[config.mk]
export PLATFORM = sky130hd
export DESIGN_NAME = float_special_round_flat
export DESIGN_NICKNAME = d
export VERILOG_FILES = /design/src/rtl/fp_pkg.sv /design/src/rtl/float_special_round_if.sv /design/src/rtl/special_float_classifier.sv /design/src/rtl/float_special_round.sv /design/src/flat_wrapper.sv
export SDC_FILE = /design/constraint.sdc
export NUM_CORES = 1
export LEC_CHECK = 0
export CAP_MARGIN = 25
export CORE_ASPECT_RATIO = 0.7
export CORE_UTILIZATION = 30
export DETAILED_ROUTE_END_ITERATION = 10
export PLACE_DENSITY_LB_ADDON = 0.05
export SLEW_MARGIN = 20
export SYNTH_ARGS = -nofsm -noshare
export SYNTH_HDL_FRONTEND = slang
export SYNTH_SLANG_ARGS = --single-unit
[constraint.sdc]
create_clock -name clk -period 4.9 [get_ports clk]
set_input_delay 0.49 -clock clk [delete_from_list [all_inputs] [get_ports clk]]
set_output_delay 0.49 -clock clk [all_outputs]
set_load 0.02 [all_outputs]
[src/rtl/fp_pkg.sv]
// Shared floating-point helpers: special-value class flags and the
// all-ones exponent constant used by classification and overflow saturation.
package fp_pkg;

  typedef struct packed {
    logic is_infinite;
    logic is_zero;
    logic is_signaling_nan;
    logic is_quiet_nan;
  } special_class_t;

  // Valid for widths up to 31, which covers every practical exponent field.
  function automatic int unsigned all_ones_exp(input int unsigned width);
    return (32'd1 << width) - 32'd1;
  endfunction

endpackage

[src/rtl/float_special_round_if.sv]
// Bundle of the classify/round request and registered result signals.
// The master side drives the request; the slave side (the stage) returns results.
interface float_special_round_if #(
  parameter int E = 8,
  parameter int M = 23,
  parameter int R = 3
);
  logic           in_valid;
  logic [E+M:0]   operand;
  logic [E:0]     non_rounded_exponent;
  logic [M:0]     non_rounded_mantissa;
  logic [R-1:0]   rounding_bits;

  logic           out_valid;
  logic           is_infinite;
  logic           is_zero;
  logic           is_signaling_nan;
  logic           is_quiet_nan;
  logic [E-1:0]   rounded_exponent;
  logic [M-1:0]   rounded_mantissa;
  logic           overflow_flag;

  modport master (
    output in_valid, operand, non_rounded_exponent, non_rounded_mantissa, rounding_bits,
    input  out_valid, is_infinite, is_zero, is_signaling_nan, is_quiet_nan,
           rounded_exponent, rounded_mantissa, overflow_flag
  );

  modport slave (
    input  in_valid, operand, non_rounded_exponent, non_rounded_mantissa, rounding_bits,
    output out_valid, is_infinite, is_zero, is_signaling_nan, is_quiet_nan,
           rounded_exponent, rounded_mantissa, overflow_flag
  );
endinterface

[src/rtl/special_float_classifier.sv]
// Combinational classifier: flags +/-0, +/-inf, signaling NaN and quiet NaN.
// Normals and subnormals raise no flag; the four flags are mutually exclusive.
module special_float_classifier
  import fp_pkg::*;
#(
  parameter int E = 8,
  parameter int M = 23
) (
  input  logic [E+M:0]    operand_i,
  output special_class_t  class_o
);
  localparam logic [E-1:0] EXP_ONES = E'(all_ones_exp(E));

  logic [E-1:0] exp_field;
  logic [M-1:0] frac_field;
  logic         exp_zero;
  logic         exp_max;
  logic         frac_zero;
  logic         unused_sign;

  assign exp_field   = operand_i[E+M-1:M];
  assign frac_field  = operand_i[M-1:0];
  assign unused_sign = operand_i[E+M];

  assign exp_zero  = (exp_field == '0);
  assign exp_max   = (exp_field == EXP_ONES);
  assign frac_zero = (frac_field == '0);

  // The fraction MSB is the quiet bit that separates qNaN from sNaN.
  assign class_o.is_zero          = exp_zero & frac_zero;
  assign class_o.is_infinite      = exp_max & frac_zero;
  assign class_o.is_quiet_nan     = exp_max & ~frac_zero & frac_field[M-1];
  assign class_o.is_signaling_nan = exp_max & ~frac_zero & ~frac_field[M-1];
endmodule

[src/rtl/float_special_round.sv]
// Registered post-processing stage: classifies an operand and, independently,
// rounds an exponent/mantissa pair with overflow saturation. One cycle latency.
module float_special_round
  import fp_pkg::*;
#(
  parameter int EXPONENT_WIDTH   = 8,
  parameter int MANTISSA_WIDTH   = 23,
  parameter int ROUND_TO_NEAREST = 1,
  parameter int ROUNDING_BITS    = 3
) (
  input  logic                  clk,
  input  logic                  rst,
  float_special_round_if.slave  bus
);
  localparam int E = EXPONENT_WIDTH;
  localparam int M = MANTISSA_WIDTH;
  localparam int R = ROUNDING_BITS;
  localparam logic [E-1:0] EXP_ONES  = E'(all_ones_exp(E));
  localparam logic [E+1:0] OVF_LIMIT = {2'b00, EXP_ONES};

  special_class_t class_d;
  logic           inc;
  logic [M+1:0]   sum;
  logic           carry;
  logic [E+1:0]   exp_r;
  logic           overflow_d;
  logic [E-1:0]   rexp_d;
  logic [M-1:0]   rman_d;

  logic           out_valid_q;
  special_class_t class_q;
  logic [E-1:0]   rexp_q;
  logic [M-1:0]   rman_q;
  logic           overflow_q;

  special_float_classifier #(
    .E (E),
    .M (M)
  ) u_classifier (
    .operand_i (bus.operand),
    .class_o   (class_d)
  );

  generate
    if (ROUND_TO_NEAREST != 0) begin : g_rne
      logic guard;
      logic sticky;
      assign guard = bus.rounding_bits[R-1];
      if (R > 1) begin : g_sticky
        assign sticky = |bus.rounding_bits[R-2:0];
      end else begin : g_no_sticky
        assign sticky = 1'b0;
      end
      // Round up above the halfway point, or at a tie when the LSB is odd.
      assign inc = guard & (sticky | bus.non_rounded_mantissa[0]);
    end else begin : g_trunc
      logic unused_rounding;
      assign unused_rounding = ^bus.rounding_bits;
      assign inc = 1'b0;
    end
  endgenerate

  assign sum   = {1'b0, bus.non_rounded_mantissa} + {{(M+1){1'b0}}, inc};
  assign carry = sum[M] | sum[M+1];
  assign exp_r = {1'b0, bus.non_rounded_exponent} + {{(E+1){1'b0}}, carry};

  // Anything reaching the reserved exponent saturates to infinity.
  assign overflow_d = (exp_r >= OVF_LIMIT);
  assign rexp_d     = overflow_d ? EXP_ONES : exp_r[E-1:0];
  assign rman_d     = overflow_d ? '0 : sum[M-1:0];

  always_ff @(posedge clk) begin
    if (rst) begin
      out_valid_q <= 1'b0;
      class_q     <= '0;
      rexp_q      <= '0;
      rman_q      <= '0;
      overflow_q  <= 1'b0;
    end else begin
      out_valid_q <= bus.in_valid;
      if (bus.in_valid) begin
        class_q    <= class_d;
        rexp_q     <= rexp_d;
        rman_q     <= rman_d;
        overflow_q <= overflow_d;
      end
    end
  end

  assign bus.out_valid        = out_valid_q;
  assign bus.is_infinite      = class_q.is_infinite;
  assign bus.is_zero          = class_q.is_zero;
  assign bus.is_signaling_nan = class_q.is_signaling_nan;
  assign bus.is_quiet_nan     = class_q.is_quiet_nan;
  assign bus.rounded_exponent = rexp_q;
  assign bus.rounded_mantissa = rman_q;
  assign bus.overflow_flag    = overflow_q;
endmodule

[src/flat_wrapper.sv]
// flat-port wrapper written by rule: the top's interface ports become plain ports
module float_special_round_flat import fp_pkg::*;
#(
  parameter int EXPONENT_WIDTH   = 8,
  parameter int MANTISSA_WIDTH   = 23,
  parameter int ROUND_TO_NEAREST = 1,
  parameter int ROUNDING_BITS    = 3
)
  (clk, rst, bus_in_valid, bus_operand, bus_non_rounded_exponent, bus_non_rounded_mantissa, bus_rounding_bits, bus_out_valid, bus_is_infinite, bus_is_zero, bus_is_signaling_nan, bus_is_quiet_nan, bus_rounded_exponent, bus_rounded_mantissa, bus_overflow_flag);
  float_special_round_if #(.E(8), .M(23), .R(3)) bus_i ();
  input  logic clk;
  input  logic rst;
  input wire logic [$bits(bus_i.in_valid)-1:0] bus_in_valid;
  input wire logic [$bits(bus_i.operand)-1:0] bus_operand;
  input wire logic [$bits(bus_i.non_rounded_exponent)-1:0] bus_non_rounded_exponent;
  input wire logic [$bits(bus_i.non_rounded_mantissa)-1:0] bus_non_rounded_mantissa;
  input wire logic [$bits(bus_i.rounding_bits)-1:0] bus_rounding_bits;
  output wire logic [$bits(bus_i.out_valid)-1:0] bus_out_valid;
  output wire logic [$bits(bus_i.is_infinite)-1:0] bus_is_infinite;
  output wire logic [$bits(bus_i.is_zero)-1:0] bus_is_zero;
  output wire logic [$bits(bus_i.is_signaling_nan)-1:0] bus_is_signaling_nan;
  output wire logic [$bits(bus_i.is_quiet_nan)-1:0] bus_is_quiet_nan;
  output wire logic [$bits(bus_i.rounded_exponent)-1:0] bus_rounded_exponent;
  output wire logic [$bits(bus_i.rounded_mantissa)-1:0] bus_rounded_mantissa;
  output wire logic [$bits(bus_i.overflow_flag)-1:0] bus_overflow_flag;
  assign bus_i.in_valid = bus_in_valid;
  assign bus_i.operand = bus_operand;
  assign bus_i.non_rounded_exponent = bus_non_rounded_exponent;
  assign bus_i.non_rounded_mantissa = bus_non_rounded_mantissa;
  assign bus_i.rounding_bits = bus_rounding_bits;
  assign bus_out_valid = bus_i.out_valid;
  assign bus_is_infinite = bus_i.is_infinite;
  assign bus_is_zero = bus_i.is_zero;
  assign bus_is_signaling_nan = bus_i.is_signaling_nan;
  assign bus_is_quiet_nan = bus_i.is_quiet_nan;
  assign bus_rounded_exponent = bus_i.rounded_exponent;
  assign bus_rounded_mantissa = bus_i.rounded_mantissa;
  assign bus_overflow_flag = bus_i.overflow_flag;
  float_special_round #(.EXPONENT_WIDTH(EXPONENT_WIDTH), .MANTISSA_WIDTH(MANTISSA_WIDTH), .ROUND_TO_NEAREST(ROUND_TO_NEAREST), .ROUNDING_BITS(ROUNDING_BITS)) u_core (.clk(clk), .rst(rst), .bus(bus_i));
endmodule
== Word level (Yosys, flattened, before mapping) ==
Index checks and enable logic that the tools add are counted.

* Reduce and logical (&&, ||, !) cells: 3
* Eq/ne operators: 1
* $add $sub $neg: 2
* Order comparisons: 1
* Muxes and demuxes: 2
* Bitwise operators: 10

{| class="wikitable"
|+ Operators with widths
! operator !! number
|-
| adder 24 x 1 -> 25 bit || 1
|-
| zero test 23 bit || 1
|-
| two-way mux 23 bit || 1
|-
| adder 9 x 1 -> 10 bit || 1
|-
| >= comparator 10 x 8 -> 1 bit, second input constant || 1
|-
| equality test 8 bit, second input constant || 1
|-
| zero test 8 bit || 1
|-
| two-way mux 8 bit || 1
|-
| AND 1 bit || 6
|-
| NOT 1 bit || 2
|-
| OR 1 bit || 2
|-
| OR reduction 2 bit || 1
|}

* Output and inout bits: 37
* Logic and storage cells: 27
* Flip-flop bits (word level): 37
* Input port bits: 71

== Logic depth before layout (Yosys ltp) ==
Gate-level depths: netlist of run 1.

* Word-level depth: 8
* Gate-level depth with buffers: 16
* Gate-level depth less buffers: 14

== Modules after synthesis ==
From an unflattened synthesis of run 1, not the netlist that was laid out.

* Cell total of the unflattened synthesis: 244
* Area, all modules: 2,089.5 um^2

{| class="wikitable"
|+ By module, submodules not included
! module !! cells an instance !! times used !! area each (um^2)
|-
| float_special_round || 225 || 1 || 1,963.1
|-
| special_float_classifier || 19 || 1 || 126.4
|}

== Worst setup path after synthesis of run 1 ==
OpenSTA, ideal clock, no wires.

* Path type: in2reg
* Start point: in bus_non_rounded_mantissa[6]
* End point: reg u_core.rman_q[1], in the netlist u_core.bus.rounded_mantissa[1]
* Stages on the path: 13
* Setup slack: 1.137 ns
* Setup time: 0.117 ns
* Arrival time: 3.646 ns
* Path through: nand4_1 -> nor3_1 -> nand3_1 -> nor3_1 -> mux2_2 -> ha_1 -> ha_1 -> and4_1 -> buf_2 -> nor4_1 -> a211oi_1 -> or4_4 -> a32o_1

* Word-level cells in the longest chain between the ends: 5

{| class="wikitable"
|+ RTL lines
! element !! line !! RTL
|-
| start, declared || flat_wrapper.sv:16 || <nowiki>input wire logic [$bits(bus_i.non_rounded_mantissa)-1:0] bus_non_rounded_mantissa;</nowiki>
|-
| adder 24 x 1 -> 25 bit || float_special_round.sv:63 || <nowiki>assign sum = {1'b0, bus.non_rounded_mantissa} + {{(M+1){1'b0}}, inc};</nowiki>
|-
| OR 1 bit || float_special_round.sv:64 || <nowiki>assign carry = sum[M] | sum[M+1];</nowiki>
|-
| adder 9 x 1 -> 10 bit || float_special_round.sv:65 || <nowiki>assign exp_r = {1'b0, bus.non_rounded_exponent} + {{(E+1){1'b0}}, carry};</nowiki>
|-
| >= comparator 10 x 8 -> 1 bit || float_special_round.sv:68 || <nowiki>assign overflow_d = (exp_r >= OVF_LIMIT);</nowiki>
|-
| two-way mux 23 bit || float_special_round.sv:70 || <nowiki>assign rman_d = overflow_d ? '0 : sum[M-1:0];</nowiki>
|-
| end signal, assigned || float_special_round.sv:84 || <nowiki>rman_q <= rman_d;</nowiki>
|-
| end, declared || float_special_round.sv:33 || <nowiki>logic [M-1:0] rman_q;</nowiki>
|}

Every way passes these cells.
A chain may end at the register's enable or synchronous reset.

== Worst setup path after layout of run 1 ==
* Start point: in bus_non_rounded_mantissa[5]
* End point: reg u_core.rman_q[1], in the netlist u_core.bus.rounded_mantissa[1]

The elaborated chain is that of the path after synthesis.

==> results of run 1 <==
-- where the power goes --
group | internal (W) | switching (W) | leakage, nW
combinational | 0.0000937 | 0.0000719 | 0.777
clock | 0.000111 | 0.000112 | 0.0433
sequential | 0.000315 | 0.00000704 | 0.303
total | 0.000519 | 0.000191 | 1.12
-- Yosys cell counts --
cell and instances:
nand2_1 36, nand3_1 13, a32o_1 3, clkbuf_2 2
and4_1 3, ha_1 3, a21o_2 1, nand4_1 7
mux2_2 1, a311oi_1 1, nor3_1 7, a21oi_1 2
or4_4 1, inv_1 9, nor2b_1 2, o2bb2ai_1 1
a211oi_1 9, o41ai_2 1, clkbuf_1 4, o211ai_1 1
o21ai_0 25, nand2b_1 3, nor4_1 10, buf_2 2
xor2_1 14, and3_1 9, and3b_1 1, and2_1 1
or3b_2 1, xnor2_1 13, or2_2 1, dfxtp_1 37
nor2_1 13
-- kinds of logic after synthesis --
family / Yosys count / share of synthesized area, %
fa+ha+maj: 3 / 1.95
xor+xnor: 27 / 12.3
flops: 37 / 38.5
buf+inv: 17 / 3.58
mux: 1 / 0.586
simple gates: 108 / 28.4
compound gates: 44 / 14.7
-- state kept, by name, summed over array words and instances (netlist names) --
name and flops:
u_core.bus.is_infinite 1, u_core.bus.overflow_flag 1, u_core.bus.rounded_mantissa 23, u_core.bus.is_zero 1
u_core.bus.is_quiet_nan 1, u_core.bus.out_valid 1, u_core.bus.is_signaling_nan 1, u_core.bus.rounded_exponent 8
-- layout make-up --
type | count | area (um2) | area share [%]
Multi-Input combinational cell | 183 | 1130 | 35.5
Timing Repair Buffer | 109 | 1090 | 34.3
Sequential cell | 37 | 741 | 23.3
Tap cell | 75 | 93.8 | 2.95
Clock buffer | 6 | 82.6 | 2.60
Inverter | 9 | 33.8 | 1.06
Clock inverter | 1 | 7.51 | 0.236
-- worst register-to-register path, stage by stage (launching register included) --
cell and delay [ps]:
dfxtp_1 360, nor2_1 50, a211oi_1 200
-- how the worst max path moves through the flow --
stage,to,slack [ps],from
after floorplan,u_core.bus.rounded_mantissa[1],1140,bus_non_rounded_mantissa[6]
after global placement,u_core.bus.rounded_mantissa[1],430,bus_non_rounded_mantissa[5]
after detailed placement,u_core.bus.rounded_mantissa[1],380,bus_non_rounded_mantissa[5]
after CTS,u_core.bus.rounded_mantissa[1],680,bus_non_rounded_mantissa[5]
after global routing,u_core.bus.rounded_mantissa[1],420,bus_non_rounded_mantissa[5]
final,u_core.bus.rounded_mantissa[1],710,bus_non_rounded_mantissa[5]
-- routing by layer --
layer	up-vias	wire length, um	track usage, %
met5	-	0	0
met4	0	60	5.49
met3	5	455	5.44
met2	70	2260	25.5
met1	893	2880	23.4
li1	1062	-	-
-- stage by stage --
step	utilization [%]	power [W]	instance area [um2]	instances	hold WS, ps
floorplan	-	0.000388	1920	237	536
global placement	51.6	0.000493	3070	412	434
detailed placement	51.8	0.000495	3090	413	441
CTS	53.3	0.000718	3180	420	459
global route	53.3	0.000743	3180	420	484
finish	53.3	0.000711	3180	420	451
==> impl_metrics.csv, run 1 <==
group,metric,value,unit
run_status,status,"complete, but fails checks",
run_status,violations,"DRC",
synth,yosys.area.top_type,"dfxtp_1",
cts,cts_setup_buffers,0,
final_layout,mostFrequentLayoutCells,"clkdlybuf4s50_1 (106), dfxtp_1 (37), nand2_1 (36), o21ai_0 (25), xor2_1 (14)",
cts,cts_root_buffer,"clkbuf_8",
placement,dp_slack,384,ps
worst_hold_path,hp-class,"flop to flop",
setup_path,path_class,"primary input to flop",
routing,wirelength,5.66,mm
global_route,track_usage,17.1,%
setup_path,ff2ff_setup_slack,4210,ps
final_layout,fillers,586,
timing,fin_worst_skew,0,ps
timing,hold_viol,0,
setup_path,cpLargestDelayFamily,"simple AND/OR/NAND/NOR gates",
floorplan,start_util,32.3,%
synth,syn-cell-area,1920,um2
setup_path,cp_slowest_cell,"or4_4",
timing,slew_headroom,55.0,%
global_route,grt_pass1_vias,1833,
timing,setup_tns,0,ps
timing,setup_viol,0,
final_layout,final_common_cell,"clkdlybuf4s50_1",
routing,drt_pre_antenna_iters,8,
final_layout,drive_gt1_share,4.93,%
setup_path,r2r_end,"u_core.bus.overflow_flag",
setup_path,r2r_start,"u_core.bus.overflow_flag",
floorplan,die_x,97.7,um
setup_path,cp.depth,13,
global_route,grt_max_degree,22,
synth,syn_inst,237,
power,vdd_drop_max,0.0000922,V
setup_path,end_kind,"flop",
cts,cts_sinks,37,
floorplan,fp.dieArea,6740,um2
final_layout,final_net_count,419,
setup_path,max_stage_delay,580,ps
final_layout,antenna_cells,0,
cts,cts_hold_buffers,0,
placement,dp_hpwl,4.45,mm
timing,report.final.slew_viol_count,0,
routing,detailroute.via_count,2030,
setup_path,start_kind,"primary input",
worst_hold_path,hold_path_end,"u_core.bus.rounded_mantissa[21]",
global_route,grt_overflow,0,
cts,numCtsBuffers,5,
synth,synth.top_cell.area_share,38.5,%
timing,fin_crit,4190,ps
setup_path,cp.required,5080,ps
setup_path,path_cells,"clkdlybuf4s50_1 -> nand4_1 -> nor3_1 -> nand3_1 -> nor3_1 -> mux2_2 -> ha_1 -> ha_1 -> and4_1 -> nor4_1 -> a211oi_1 -> or4_4 -> a32o_1",
cts,clkSlewWorstSetupHoldPaths,80,ps
floorplan,row_count,23,
synth,synth_warnings,0,
placement,globalplace.congestion,0.793,
timing,tightest_slew,675,ps
routing,first_iter_violations,128,
worst_hold_path,holdPathStages,2,
routing,wl_per_cell,13.5,um
cts,clockBufferDepth,2,
floorplan,core_area,5960,um2
setup_path,critPathMaxFanout,6,
timing,final.setup.worst_slack,709,ps
routing,drcViolationCount,22,
worst_hold_path,hp-start,"u_core.bus.rounded_mantissa[21]",
cts,clock_latency,290,ps
cts,cts_tree,"yes",
global_route,antenna_found_initial,0,
routing,ant_nets,0,
routing,via_per_inst,4.83,
timing,rsz0062_at_grt,"false",
synth,synth.distinct_cells,33,
floorplan,die_h,69.0,um
final_layout,area_growth,65.2,%
setup_path,crit_buf_inv,1,
timing,max_freq,0.239,GHz
timing,timing.final.crit_share,85.5,%
power,power_density,224,nW/um2
synth,syn_nets,311,
cts,htreeDepth,2,
synth,syn_area_per_cell,8.11,um2
floorplan,ioPinCount,108,
synth,ys_seq_elements,37,
global_route,grt_pass1_wl,8.84,mm
power,p_leak,1.12,nW
setup_path,cp.arrival,4370,ps
placement,io_buffers,106,
job,cap_violations,0,
synth,synth_area_leaders,"dfxtp_1 (39%), nand2_1 (7.0%), o21ai_0 (6.5%)",
synth,yosysSeqAreaShare,38.5,%
setup_path,r2r_cells,2,
cts,post_cts_resized,0,
No activity file was read; power rests on OpenSTA's default activity.
==> run 2: changes to the inputs <==
- PLACE_DENSITY: not set -> 0.65
- PLACE_DENSITY_LB_ADDON: 0.05 -> not set
- REMOVE_ABC_BUFFERS: not set -> 1
==> run 2 against run 1 <==
Wire length shrank 4.9%. Core utilization decreased by 0.25 points. The run still ends with DRC left. First-iteration DRC count decreased by 68%. Global-route usage down 0.43 points. Sequential share of layout area grew 0.11 points. Clock power shrank 4%. Via count is 1.2% lower. Combinational power about the same. Non-clock buffer count did not move. Fmax grew 1.3%.
==> impl_metrics.csv, run 2 (synthesized netlist as in run 1, its figures left out) <==
group,metric,value,unit
run_status,status,"complete, but fails checks",
run_status,violations,"DRC",
routing,detailroute.via_count,2006,
global_route,antenna_found_initial,0,
timing,fin_crit,4140,ps
power,netSwitchingPower,0.000180,W
cts,cts_sinks,37,
routing,wl_per_cell,12.8,um
floorplan,ioPinCount,108,
global_route,track_usage,16.7,%
final_layout,final_cell_area,3160,um2
routing,wirelength,5.39,mm
routing,drt_pre_antenna_iters,7,
timing,tightest_slew,703,ps
global_route,grt_max_degree,22,
power,p_int,0.000520,W
setup_path,r2r_end,"u_core.bus.rounded_exponent[3]",
routing,via_per_inst,4.78,
power,p_leak,1.12,nW
final_layout,final_net_count,419,
setup_path,cp.required,5080,ps
placement,globalplace.congestion,0.868,
final_layout,final_common_cell,"clkdlybuf4s50_1",
timing,hold_viol,0,
final_layout,antenna_cells,0,
power,p_comb_share,23.4,%
worst_hold_path,holdPathStages,2,
final_layout,fillers,586,
floorplan,die_h,69.0,um
placement,io_buffers,106,
cts,htreeDepth,2,
setup_path,r2r_start,"u_core.bus.rounded_exponent[3]",
floorplan,die_x,97.7,um
timing,rsz0062_at_grt,"false",
global_route,grt_pass1_wl,8.78,mm
setup_path,r2r_cells,2,
cts,clkSlewWorstSetupHoldPaths,70,ps
final_layout,area_growth,64.4,%
routing,first_iter_violations,41,
cts,cts_hold_buffers,0,
setup_path,critPathMaxFanout,6,
power,power_density,221,nW/um2
floorplan,fp.dieArea,6740,um2
cts,numCtsBuffers,5,
timing,fin_worst_skew,0,ps
setup_path,start_kind,"primary input",
cts,post_cts_resized,0,
setup_path,ff2ff_setup_slack,4190,ps
final_layout,multiInputGateArea,1120,um2
worst_hold_path,hp-class,"flop to flop",
setup_path,cp.arrival,4320,ps
setup_path,end_kind,"flop",
power,vdd_drop_max,0.000115,V
worst_hold_path,hold_path_end,"u_core.bus.is_zero",
floorplan,core_area,5960,um2
timing,max_freq,0.242,GHz
placement,postPlaceCellArea,3080,um2
timing,setup_tns,0,ps
floorplan,start_util,32.3,%
routing,drcViolationCount,14,
timing,setup_viol,0,
final_layout,drive_gt1_share,4.64,%
cts,clockBufferDepth,2,
worst_hold_path,hp-start,"u_core.bus.is_zero",
timing,report.final.slew_viol_count,0,
cts,cts_tree,"yes",
setup_path,path_class,"primary input to flop",
global_route,grt_pass1_vias,1934,
cts,clock_latency,280,ps
routing,ant_nets,0,
job,cap_violations,0,
floorplan,row_count,23,
power,seq_power_share,46.0,%
timing,slew_headroom,53.1,%
placement,dp_hpwl,4.33,mm
final_layout,regArea,741,um2
power,sw_frac_of_total,25.7,%
final_layout,mostFrequentLayoutCells,"clkdlybuf4s50_1 (106), dfxtp_1 (37), nand2_1 (36), o21ai_0 (25), xor2_1 (14)",
power,clkPwrFrac,30.6,%
cts,cts_setup_buffers,0,
final_layout,largest_reg_flops,23,
global_route,grt_overflow,0,
cts,cts_root_buffer,"clkbuf_8",
timing,timing.final.crit_share,84.4,%
-- run 2: changes by cell type in the layout (fill, tap and decap cells not counted) --
| cell | previous run | this run |
|---|---|---|
| clkinvlp_4 | 1 | 0 |
| o41ai_4 | 1 | 0 |
| clkbuf_1 | 0 | 1 |
| o41ai_2 | 0 | 1 |
-- run 2: power by group through the flow --
stage	logic [W]	registers [W]	clock network, W
final	0.000163	0.000322	0.000214
after global routing	0.000178	0.000323	0.000235
after CTS	0.000165	0.000322	0.000224
after detailed placement	0.000164	0.000328	0
after global placement	0.000161	0.000328	0
after floorplan	0.0000393	0.000345	0
-- run 2: per-layer routing --
| metal | vias to the layer above | track usage, % | wire length, um |
|---|---|---|---|
| li1 | 1063 | - | - |
| met1 | 876 | 22.4 | 2740 |
| met2 | 58 | 25.7 | 2250 |
| met3 | 9 | 3.93 | 303 |
| met4 | 0 | 7.58 | 92 |
| met5 | - | 0 | 0 |
-- run 2: layout make-up --
| type | instances | area share, % |
|---|---|---|
| Inverter | 9 | 1.07 |
| Sequential cell | 37 | 23.4 |
| Timing Repair Buffer | 109 | 34.5 |
| Multi-Input combinational cell | 183 | 35.3 |
| Clock buffer | 7 | 2.73 |
| Tap cell | 75 | 2.97 |
-- run 2: critical path: stages --
cell,delay [ps]
clkdlybuf4s50_1,580
nand4_1,190
nor3_1,360
nand3_1,180
nor3_1,190
mux2_2,360
ha_1,220
ha_1,230
and4_1,270
nor4_1,260
a211oi_1,150
or4_4,570
a32o_1,260
-- run 2: per-stage QoR --
stage	hold slack [ps]	setup WS (ps)	std cells	power (W)	utilization, %
6_report	452	762	420	0.000699	53.1
4_1_cts	462	789	420	0.000711	53.1
3_3_place_gp	435	495	412	0.000490	51.4
2_1_floorplan	536	890	229	0.000385	-
3_5_place_dp	444	489	413	0.000492	51.6
5_1_grt	483	523	420	0.000736	53.1
-- run 2: worst max path at each step --
| stage | start | to | slack (ps) | cells after the start |
|---|---|---|---|---|
| 2_1_floorplan | bus_non_rounded_mantissa[6] | u_core.bus.rounded_mantissa[10] | 890 | 12 |
| 3_3_place_gp | bus_non_rounded_mantissa[5] | u_core.bus.rounded_mantissa[1] | 500 | 13 |
| 3_5_place_dp | bus_non_rounded_mantissa[5] | u_core.bus.rounded_mantissa[1] | 490 | 13 |
| 4_1_cts | bus_non_rounded_mantissa[5] | u_core.bus.rounded_mantissa[1] | 790 | 13 |
| 5_1_grt | bus_non_rounded_mantissa[5] | u_core.bus.rounded_mantissa[1] | 520 | 13 |
| 6_report | bus_non_rounded_mantissa[5] | u_core.bus.rounded_mantissa[1] | 760 | 13 |
